File: config.mk
export PLATFORM = sky130hd
export DESIGN_NAME = fram_wr_queue
export DESIGN_NICKNAME = d
export VERILOG_FILES = /design/src/rtl/fram_wr_queue.sv
export SDC_FILE = /design/constraint.sdc
export NUM_CORES = 1
export LEC_CHECK = 0
export BUFFER_PORTS_ARGS = -buffer_cell sky130_fd_sc_hd__buf_2
export CAP_MARGIN = 40
export CORE_MARGIN = 5
export CORE_UTILIZATION = 40
export DETAILED_ROUTE_END_ITERATION = 12
export PLACE_DENSITY = 0.63
export SYNTH_ARGS = -nofsm -noshare
export SYNTH_HDL_FRONTEND = slang
export SYNTH_SLANG_ARGS = --single-unit
File: constraint.sdc
create_clock -name clk -period 2.9 [get_ports clk]
set_input_delay 0.29 -clock clk [delete_from_list [all_inputs] [get_ports clk]]
set_output_delay 0.29 -clock clk [all_outputs]
set_load 0.005 [all_outputs]
File: src/rtl/fram_wr_queue.sv
// Write-request queue feeding the FRAM controller write port: buffers DEPTH cell writes, drains via req/grant/valid.
// Optional: define FRAM_WRQ_COALESCE_EN to merge a push into a queued entry with the same address.
module fram_wr_queue #(
    parameter int unsigned DEPTH = 8,
    parameter int unsigned AW    = 6,
    parameter int unsigned DW    = 2
) (
    input  logic                   clk,
    input  logic                   rst_n,
    input  logic                   in_valid,
    output logic                   in_ready,
    input  logic [AW-1:0]          in_addr,
    input  logic [DW-1:0]          in_data,
    output logic                   mem_req,
    input  logic                   mem_grant,
    output logic                   mem_we,
    output logic [AW-1:0]          mem_addr,
    output logic [DW-1:0]          mem_wr_data,
    input  logic                   mem_valid,
    output logic [$clog2(DEPTH):0] count,
    output logic                   empty,
    output logic                   full,
    output logic                   idle
);
    localparam int unsigned PW = $clog2(DEPTH);
    localparam logic [PW:0] FULL_CNT = (PW+1)'(DEPTH);

    typedef enum logic [1:0] {S_IDLE, S_REQ, S_BUSY, S_DONE} state_t;

    state_t        state_q;
    logic          mem_req_q;
    logic [PW-1:0] wr_ptr_q, wr_ptr_d;
    logic [PW-1:0] rd_ptr_q, rd_ptr_d;
    logic [PW:0]   count_q, count_d;
    logic [AW-1:0] addr_mem_q [DEPTH];
    logic [DW-1:0] data_mem_q [DEPTH];
    logic          push, pop, alloc;
    logic [PW-1:0] wr_idx;

    assign push = in_valid && (count_q != FULL_CNT);
    assign pop  = (state_q == S_BUSY) && mem_valid;

`ifdef FRAM_WRQ_COALESCE_EN
    logic          hit;
    logic [PW-1:0] hit_idx;
    logic [PW-1:0] offs;

    // The head is in flight outside S_IDLE, so it must not absorb new data.
    always_comb begin
        hit     = 1'b0;
        hit_idx = '0;
        offs    = '0;
        for (int unsigned i = 0; i < DEPTH; i++) begin
            offs = PW'(i) - rd_ptr_q;
            if (({1'b0, offs} < count_q) && !((offs == '0) && (state_q != S_IDLE))
                && (addr_mem_q[i] == in_addr)) begin
                hit     = 1'b1;
                hit_idx = PW'(i);
            end
        end
    end

    assign alloc  = push && !hit;
    assign wr_idx = hit ? hit_idx : wr_ptr_q;
`else
    assign alloc  = push;
    assign wr_idx = wr_ptr_q;
`endif

    always_comb begin
        wr_ptr_d = alloc ? wr_ptr_q + PW'(1) : wr_ptr_q;
        rd_ptr_d = pop   ? rd_ptr_q + PW'(1) : rd_ptr_q;
        count_d  = count_q;
        if (alloc && !pop) begin
            count_d = count_q + (PW+1)'(1);
        end else if (!alloc && pop) begin
            count_d = count_q - (PW+1)'(1);
        end
    end

    always_ff @(posedge clk) begin
        if (push) begin
            addr_mem_q[wr_idx] <= in_addr;
            data_mem_q[wr_idx] <= in_data;
        end
    end

    always_ff @(posedge clk) begin
        if (!rst_n) begin
            wr_ptr_q <= '0;
            rd_ptr_q <= '0;
            count_q  <= '0;
        end else begin
            wr_ptr_q <= wr_ptr_d;
            rd_ptr_q <= rd_ptr_d;
            count_q  <= count_d;
        end
    end

    always_ff @(posedge clk) begin
        if (!rst_n) begin
            state_q   <= S_IDLE;
            mem_req_q <= 1'b0;
        end else begin
            case (state_q)
                S_IDLE: begin
                    if (count_q != '0) begin
                        state_q   <= S_REQ;
                        mem_req_q <= 1'b1;
                    end
                end
                S_REQ: begin
                    if (mem_grant) begin
                        state_q <= S_BUSY;
                    end
                end
                S_BUSY: begin
                    if (mem_valid) begin
                        state_q   <= S_DONE;
                        mem_req_q <= 1'b0;
                    end else if (!mem_grant) begin
                        state_q <= S_REQ;
                    end
                end
                S_DONE: begin
                    if (!mem_valid) begin
                        state_q <= S_IDLE;
                    end
                end
                default: begin
                    state_q   <= S_IDLE;
                    mem_req_q <= 1'b0;
                end
            endcase
        end
    end

    // Head fields are gated so the outputs read zero whenever no request is active.
    assign mem_req     = mem_req_q;
    assign mem_we      = mem_req_q;
    assign mem_addr    = mem_req_q ? addr_mem_q[rd_ptr_q] : '0;
    assign mem_wr_data = mem_req_q ? data_mem_q[rd_ptr_q] : '0;
    assign count       = count_q;
    assign empty       = (count_q == '0);
    assign full        = (count_q == FULL_CNT);
    assign in_ready    = (count_q != FULL_CNT);
    assign idle        = (count_q == '0) && (state_q == S_IDLE);

endmodule

# Word-level counts from Yosys, hierarchy flattened
# Memories as Yosys holds them, arrays and structs flattened. A register that Yosys moved wholly into a read port is not among the register bits.
# Cells that the tools add are included.
# totals
ff_bits	13
ramBits	64
out_inout_bits	18
word_cells	54
n_memories	2
# op_classes
n_addsub	4
eq_ne	10
n_mux	19
n_reduce_logical	14
# memory_table
name	words	width	rd	rd_ports_with_merged_regs	wr	line_no	text
addr_mem_q	8	6	1	1	1	35	logic [AW-1:0] addr_mem_q [DEPTH];
data_mem_q	8	2	1	1	1	36	logic [DW-1:0] data_mem_q [DEPTH];
# ops
operator	n
2-bit 2-to-1 mux	6
3-bit 2-to-1 mux	4
4-bit 2-to-1 mux	2
2-bit != test (second input constant)	4
2-bit case mux with 4 select lines	1
3-bit by 1-bit adder with 3-bit output (second input constant)	2
6-bit 2-to-1 mux	1
1-bit logical AND	5
4-bit by 1-bit adder with 4-bit output (second input constant)	1
2-bit == test (second input constant)	2
4-bit == test (second input constant)	1
4-bit logical NOT	1
1-bit 2-to-1 mux	4
4-bit != test (second input constant)	1
4-bit AND reduction	1
2-bit nonzero test	2
4-bit nonzero test	1
4-bit by 1-bit subtractor with 4-bit output (second input constant)	1
3-bit != test (second input constant)	1
3-bit AND reduction	1
2-bit by 1-bit == test with 1-bit output (second input constant)	1
1-bit logical NOT	2
2-bit logical NOT	1
1-bit case mux with 2 select lines	1

# Longest topological paths before layout
# Gate-level depths: netlist (run 1).
# logic_depth
word_depth	6
depth_mapped	11
mapped_depth_nobuf	10

# Worst setup path after synthesis (run 1)
# No wires, ideal clock.
# synth_path
path_type	register to register
startpoint	register count_q[0] (netlist: count[0])
endpoint	register count_q[3] (netlist: count[3])
setup_time_ns	0.072
arrival_ns	2.341
required_time_ns	2.828
slack_ns	0.487
path_stages_with_launch	12
n_path_buf	1
cell_sequence	dfxtp_1 > or4b_1 > buf_2 > nand2_1 > inv_1 > ha_1 > inv_1 > ha_1 > a21oi_1 > a211oi_1 > a31oi_1 > mux2i_1
# synth_via
elab_chain_len	5
elab_cells_between_ends	10
cone_classes	add/sub: 2; eq/ne: 1; mux: 2; reduce/logical: 5
# synth_lines
item	line_no	text
start, declared	34	logic [PW:0] count_q, count_d;
start signal, assigned	96	count_q <= count_d;
4-bit != test *	--	
named net in_ready	11	output logic in_ready,
1-bit logical AND *	40	assign push = in_valid && (count_q != FULL_CNT);
named net alloc	37	logic push, pop, alloc;
1-bit logical NOT	76	end else if (!alloc && pop) begin
1-bit logical AND	76	
2-bit nonzero test (no line)	--	
# The timed path passes the listed nets; every way through them passes the cells marked *. The select of a mux whose other input is x is not followed.
# A chain may end at the register's enable or synchronous reset.

# Worst setup path after layout (run 1)
# layout_path
startpoint	register count_q[0] (netlist: count[0])
endpoint	register count_q[3] (netlist: count[3])
# layout_via
elab_chain_len	5
elab_cells_between_ends	10
cone_classes	add/sub: 2; eq/ne: 1; mux: 2; reduce/logical: 5
# layout_lines
item	line_no
4-bit != test *	40
1-bit logical AND *	40
named net alloc	37
1-bit logical NOT	76
1-bit logical AND	76
2-bit nonzero test (no line)	--
# Marks and branches as above.

==> results of run 1 <==
metal layers:
metal	GRT usage, %	vias to the layer above	part of all wire (%)
met5	0	-	0
li1	-	817	-
met3	3.61	8	4.1
met4	5.91	0	2.1
met1	17.1	828	48
met2	17.8	28	46
registers in the layout (all words and copies together) (netlist names), named ones only:
signal,cells
addr_mem_q,48
count,4
data_mem_q,16
mem_req,1
rd_ptr_q,3
state_q,2
wr_idx,3
kinds of logic after synthesis:
group | synth area share (%)
flops | 68.6
buf+inv | 2.26
fa+ha+maj | 2.52
compound gates | 2.26
mux | 14.4
xor+xnor | 1.34
simple gates | 8.68
cell usage in the layout, fill, tap and decap left out, types with 2 or more instances in the layout:
cell,n
edfxtp_1,64
buf_2,30
mux4_2,16
dfxtp_1,16
nor2b_1,12
mux2i_1,11
buf_4,10
nor2_1,9
clkbuf_8,9
nand2_1,7
and2_1,7
inv_1,5
ha_1,5
xnor2_1,4
o21ai_0,4
nand3_1,3
nand2b_1,3
nor3_1,3
clkinv_1,3
nand3b_1,2
a21oi_1,2
a21boi_1,2
through the flow:
step | utilization (%) | worst slack, ns
finish | 46.4 | 0.300
global route | 46.4 | 0.0554
CTS | 46.4 | 0.283
detailed placement | 44.1 | 0.307
global placement | 44.1 | 0.374
floorplan | - | 0.487
how the worst max path moves through the flow:
stage / startpoint / endpoint / slack (ns) / cells past startpoint
4_1_cts: count[0]$_SDFFE_PN0P_ / count[3]$_SDFFE_PN0P_ / 0.28 / 10
2_1_floorplan: count[0]$_SDFFE_PN0P_ / count[3]$_SDFFE_PN0P_ / 0.49 / 11
3_3_place_gp: count[0]$_SDFFE_PN0P_ / count[3]$_SDFFE_PN0P_ / 0.37 / 10
3_5_place_dp: count[0]$_SDFFE_PN0P_ / count[3]$_SDFFE_PN0P_ / 0.31 / 10
6_report: count[0]$_SDFFE_PN0P_ / count[3]$_SDFFE_PN0P_ / 0.30 / 10
5_1_grt: count[0]$_SDFFE_PN0P_ / count[3]$_SDFFE_PN0P_ / 0.06 / 10
area by class of cell:
cell class / count / share of cell area [%]
Sequential cell: 80 / 59.7
Clock inverter: 6 / 1.56
Multi-Input combinational cell: 101 / 25.4
Inverter: 5 / 0.499
Tap cell: 105 / 3.50
Clock buffer: 10 / 3.40
Timing Repair Buffer: 40 / 5.99
power groups by stage:
stage          clock [mW]  combinational (mW)  sequential [mW]
6_report            0.786               0.573             1.43
3_3_place_gp            0               0.581             1.45
3_5_place_dp            0               0.586             1.46
4_1_cts             0.795               0.588             1.43
2_1_floorplan           0               0.393             1.43
5_1_grt             0.856               0.645             1.45
==> flow_metrics.py, run 1 <==
metrics = {
    "run": {
        "cap_violations": 0,
    },
    "min_path": {
        "min_to": "data_mem_q[2][0]$_DFFE_PP_",
        "holdPathStages": 1,
        "hp-class": "in2reg",
        "hp-start": "in_data[0]",
    },
    "floorplanning": {
        "core_region_area_mm2": 0.00809,
        "die_area_mm2": 0.0101,
        "rows": 33,
        "die_h_um": 100,
        "die_x_um": 100,
        "ios": 31,
        "initial_core_util_pct": 40.4,
    },
    "worst_setup_path": {
        "reg2reg_from": "count[0]$_SDFFE_PN0P_",
        "critPathArrivalTime_ns": 2.89,
        "crit_buf_inv": 2,
        "reg2reg_depth": 10,
        "crit_fanout": 6,
        "crit_type": "reg2reg",
        "startpoint_type": "flop",
        "cp_data_required_time_ns": 3.19,
        "crit_chain": "or4b_1, nand2_1, inv_1, ha_1, inv_1, ha_1, a21oi_1, a211oi_1, a31oi_1, mux2i_1",
        "end_kind": "flop",
        "ff2ff_setup_slack_ns": 0.30,
        "slowest_stage": "or4b_1",
        "worst_path_largest_cell_delay_ns": 0.66,
        "crit_family": "simple AND/OR/NAND/NOR gates",
        "r2r-end": "count[3]$_SDFFE_PN0P_",
    },
    "sta": {
        "slew_headroom_pct": 60.2,
        "hold_viol": 0,
        "fin_hold_ws_ns": 0.208,
        "worstMarginPinSlew_ns": 0.596,
        "final.setup.tns_ns": 0,
        "max_freq_mhz": 385,
        "slew_viol_final": 0,
        "finalCritPeriodShare_pct": 89.7,
        "fin_skew_ns": 0.00939,
        "period_minus_slack_ns": 2.60,
        "finalSetupViolCount": 0,
        "rsz0062_at_grt": "false",
    },
    "routing": {
        "drt-pass1-iter-count": 4,
        "wl_mm": 5.57,
        "vias_per_cell": 4.84,
        "wl_per_cell_um": 16.1,
        "ant_nets": 0,
        "vias": 1681,
        "drt_iter0_drc": 93,
        "drc": 0,
    },
    "clocking": {
        "numCtsBuffers": 9,
        "cts-root-buf": "clkbuf_8",
        "htree_levels": 3,
        "ctsLongestPathBuffers": 2,
        "clkSinkCount": 80,
        "path_clk_slew_ns": 0.08,
        "ctsHoldBuffers": 0,
        "cts_tree": "built",
        "ctsResizeCount": 0,
        "post_cts_buffers": 0,
        "clk_latency_ns": 0.35,
    },
    "power": {
        "ir_drop_uv": 282,
        "power_density_mw_per_mm2": 741,
        "power.total_mw": 2.79,
        "clkPwrFrac_pct": 28.2,
        "switchingPower_uw": 757,
        "pwr-share-seq_pct": 51.2,
        "leakagePower_nw": 1.32,
        "pwr-share-comb_pct": 20.6,
        "switching_share_pct": 27.2,
        "p_int_mw": 2.03,
    },
    "global_routing": {
        "grt_overflow": 0,
        "grt_pass1_wl_mm": 9.03,
        "first_global_vias": 1725,
        "antenna_found_initial": 0,
        "grt_start_max_net_pins": 17,
        "grtUsageTotal_pct": 12.3,
    },
    "final_layout": {
        "antennaDiodeCount": 0,
        "multi_input_area_um2": 955,
        "regArea_mm2": 0.00224,
        "fin_cells": 347,
        "n_fill_cell": 736,
        "area_growth_pct": 14.9,
        "drive_gt1_share_pct": 28.9,
        "layout.nets": 256,
        "stdcell_area_mm2": 0.00376,
    },
    "synthesis": {
        "synthTopCellsByArea": "edfxtp_1 59%, mux4_2 11%, dfxtp_1 9.8%, mux2i_1 3.4%, nor2b_1 2.3%",
        "ys_ff_latch": 80,
        "async_flop_share_pct": 0,
        "synth-edff-count": 64,
        "synth_common_cells": "64 x edfxtp_1, 16 x dfxtp_1, 16 x mux4_2",
        "syn_area_mm2": 0.00327,
        "ys.flop_type": "edfxtp_1",
        "ys_warn_count": 0,
        "synth.top_cell.area_share_pct": 58.8,
        "yosysMostFrequentCell": "edfxtp_1",
        "yosysUniqueCellTypes": 34,
        "synth_nets": 215,
        "ys_seq_area_share_pct": 68.6,
        "yosysTopAreaCell": "edfxtp_1",
        "syn-instance-count": 196,
        "synth_area_per_cell_um2": 16.7,
    },
    "place": {
        "placed_cell_area_mm2": 0.00357,
        "place_congestion": 0.736,
        "dpl.cell_count": 331,
        "place.detailed.hpwl_mm": 3.53,
        "port_buffers": 30,
    },
    "status": {
        "outcome": "finished clean",
    },
}
Note: power is estimated with default switching activity, not from simulation.
==> inputs of run 2 (changes only) <==
==> config.mk (replaced) <==
export PLATFORM = sky130hd
export DESIGN_NAME = fram_wr_queue
export DESIGN_NICKNAME = d
export VERILOG_FILES = /design/src/rtl/fram_wr_queue.sv
export SDC_FILE = /design/constraint.sdc
export NUM_CORES = 1
export LEC_CHECK = 0
export ABC_AREA = 1
export BUFFER_PORTS_ARGS = -buffer_cell sky130_fd_sc_hd__buf_4
export CAP_MARGIN = 40
export CORE_MARGIN = 5
export CORE_UTILIZATION = 45
export DETAILED_ROUTE_END_ITERATION = 12
export PLACE_DENSITY = 0.68
export SYNTH_ARGS = -nofsm -noshare
export SYNTH_HDL_FRONTEND = slang
export SYNTH_SLANG_ARGS = --single-unit
==> run 2 against run 1 <==
  * Die area decreased by 4.6%
  * Non-clock buffer count decreased by 4
  * Power grew 8.7%
  * Synthesized cell count up 69%
  * Highest routed layer unchanged
  * Global-route usage is 3.0 points higher
  * Fmax rose by 16%
  * Register-to-register slack gained 0.53 ns
  * Clock-buffer cell count shrank 1
==> flow_metrics.py, run 2 <==
metrics = {
    "status": {
        "outcome": "finished clean",
    },
    "global_routing": {
        "antenna_found_initial": 0,
        "first_global_vias": 2237,
        "grt_start_max_net_pins": 33,
        "grtUsageTotal_pct": 15.3,
        "grt_pass1_wl_mm": 11.3,
        "grt_overflow": 0,
    },
    "sta": {
        "finalCritPeriodShare_pct": 77.1,
        "period_minus_slack_ns": 2.23,
        "fin_hold_ws_ns": 0.156,
        "final.setup.tns_ns": 0,
        "worstMarginPinSlew_ns": 0.686,
        "fin_skew_ns": 0.0145,
        "slew_headroom_pct": 54.2,
        "max_freq_mhz": 447,
        "slew_viol_final": 0,
        "finalSetupViolCount": 0,
        "hold_viol": 0,
        "rsz0062_at_grt": "false",
    },
    "place": {
        "port_buffers": 30,
        "place_congestion": 0.828,
        "place.detailed.hpwl_mm": 4.40,
    },
    "routing": {
        "drc": 0,
        "vias_per_cell": 4.89,
        "wl_mm": 6.74,
        "wl_per_cell_um": 14.3,
        "drt-pass1-iter-count": 4,
        "vias": 2305,
        "ant_nets": 0,
        "drt_iter0_drc": 121,
    },
    "min_path": {
        "holdPathStages": 1,
        "hp-class": "in2reg",
    },
    "worst_setup_path": {
        "critPathArrivalTime_ns": 1.94,
        "crit_type": "reg2out",
        "startpoint_type": "flop",
        "reg2reg_depth": 13,
        "crit_fanout": 23,
        "cp_data_required_time_ns": 2.61,
        "end_kind": "output pin",
    },
    "floorplanning": {
        "core_region_area_mm2": 0.00765,
        "rows": 32,
        "initial_core_util_pct": 45.7,
        "die_h_um": 98.1,
        "die_area_mm2": 0.00962,
        "ios": 31,
        "die_x_um": 98.1,
    },
    "run": {
        "cap_violations": 0,
    },
    "synthesis": {
        "ys_seq_area_share_pct": 64.2,
        "yosysMostFrequentCell": "nor2_1",
        "ys.flop_type": "edfxtp_1",
        "ys_warn_count": 0,
        "ys_ff_latch": 80,
        "syn_area_mm2": 0.00349,
        "yosysTopAreaCell": "edfxtp_1",
        "synth_common_cells": "96 x nor2_1, 64 x edfxtp_1, 38 x nand2_1",
        "yosysUniqueCellTypes": 26,
        "synth_area_per_cell_um2": 10.6,
        "synth-edff-count": 64,
        "synth.top_cell.area_share_pct": 55.0,
        "async_flop_share_pct": 0,
        "synth_nets": 350,
        "syn-instance-count": 331,
        "synthTopCellsByArea": "edfxtp_1 55%, nor2_1 10%, dfxtp_1 9.2%, nand2_1 4.1%, o21ai_0 3.2%",
    },
    "power": {
        "power_density_mw_per_mm2": 763,
        "pwr-share-comb_pct": 24.1,
        "ir_drop_uv": 519,
        "switchingPower_uw": 961,
        "clkPwrFrac_pct": 28.1,
        "switching_share_pct": 31.7,
        "pwr-share-seq_pct": 47.8,
        "p_int_mw": 2.07,
        "leakagePower_nw": 1.55,
    },
    "clocking": {
        "post_cts_buffers": 0,
        "clk_latency_ns": 0.36,
        "clkSinkCount": 80,
        "numCtsBuffers": 9,
        "path_clk_slew_ns": 0.10,
        "ctsHoldBuffers": 0,
        "cts-root-buf": "clkbuf_8",
        "ctsResizeCount": 0,
        "cts_tree": "built",
        "ctsLongestPathBuffers": 2,
        "htree_levels": 3,
    },
    "final_layout": {
        "layout_commonest_cell": "nor2_1",
        "drive_gt1_share_pct": 18.4,
        "area_growth_pct": 13.7,
        "n_fill_cell": 656,
        "top_register": "addr_mem_q",
        "layout_common_cells": "96 x nor2_1, 64 x edfxtp_1, 38 x nand2_1, 36 x buf_4, 22 x o21ai_0",
        "largest_reg_flops": 48,
        "antennaDiodeCount": 0,
        "layout.nets": 383,
    },
}
run 2: changes by cell type after synthesis, sizes merged, moves of 12 or more:
cell	change
o21ai	+34
nand2	+34
mux4	-16
nor2	+95
nor2b	-12
nand3	+12
run 2: layer usage:
layer / track usage [%] / part of all wire [%] / wire (um) / up-vias
li1: - / - / - / 1178
met1: 19.8 / 44 / 2990 / 1054
met2: 24.4 / 46 / 3130 / 69
met3: 4.29 / 8.4 / 564 / 4
met4: 6.07 / 0.76 / 51 / 0
met5: 0 / 0 / 0 / -
run 2: logic make-up (layout without fill, tap and decap cells):
family | count (synthesis) | after routing | share of synthesized area (%)
fa+ha+maj | 6 | 6 | 2.36
simple gates | 162 | 162 | 19.8
xor+xnor | 4 | 4 | 1.00
flops | 80 | 80 | 64.2
compound gates | 48 | 48 | 6.95
buf+inv | 31 | 69 | 5.63
run 2: power by group through the flow:
stage	sequential (mW)	clock (mW)	combinational (mW)
after floorplan	1.43	0	0.517
after global placement	1.47	0	0.726
after detailed placement	1.47	0	0.736
after CTS	1.45	0.864	0.740
after global routing	1.46	0.913	0.836
final	1.45	0.851	0.730
run 2: layout make-up:
type | instances | area, um2 | share of cell area, %
timing repair buffer | 36 | 270 | 6.81
inverter | 17 | 68.8 | 1.73
clock inverter | 7 | 83.8 | 2.11
sequential | 80 | 2240 | 56.5
tap | 102 | 128 | 3.21
clock buffer | 9 | 124 | 3.12
multi-input combinational | 220 | 1050 | 26.5
run 2: per-stage QoR:
stage | instance area, um2 | power [mW] | worst slack, ns | util (%) | cells
5_1_grt | 3970 | 3.21 | 0.415 | 51.9 | 471
3_5_place_dp | 3760 | 2.21 | 0.865 | 49.2 | 455
6_report | 3970 | 3.03 | 0.665 | 51.9 | 471
4_1_cts | 3970 | 3.05 | 0.620 | 51.9 | 471
3_3_place_gp | 3760 | 2.20 | 0.959 | 49.2 | 455
2_1_floorplan | 3490 | 1.95 | 1.01 | - | 331
run 2: worst max-delay path, stage by stage, from the launching register on:
cell and delay, ns:
dfxtp_1 0.57, buf_4 0.36, nor2_1 0.08, nor2_1 0.08
o21ai_0 0.09, nand3_1 0.10, nand2_1 0.06, nor2_1 0.13
buf_4 0.13
run 2: path summary, 6_finish.rpt:
check	from	slack [ns]	to
setup / recovery	flop	0.67	mem_addr[2]
hold / removal	in_addr[0]	0.16	addr_mem_q[3][0]$_DFFE_PP_
setup reg to reg	count[0]$_SDFFE_PN0P_	0.83	count[3]$_SDFFE_PN0P_
hold reg to reg	rd_ptr_q[1]$_SDFFE_PN0P_	0.50	rd_ptr_q[1]$_SDFFE_PN0P_
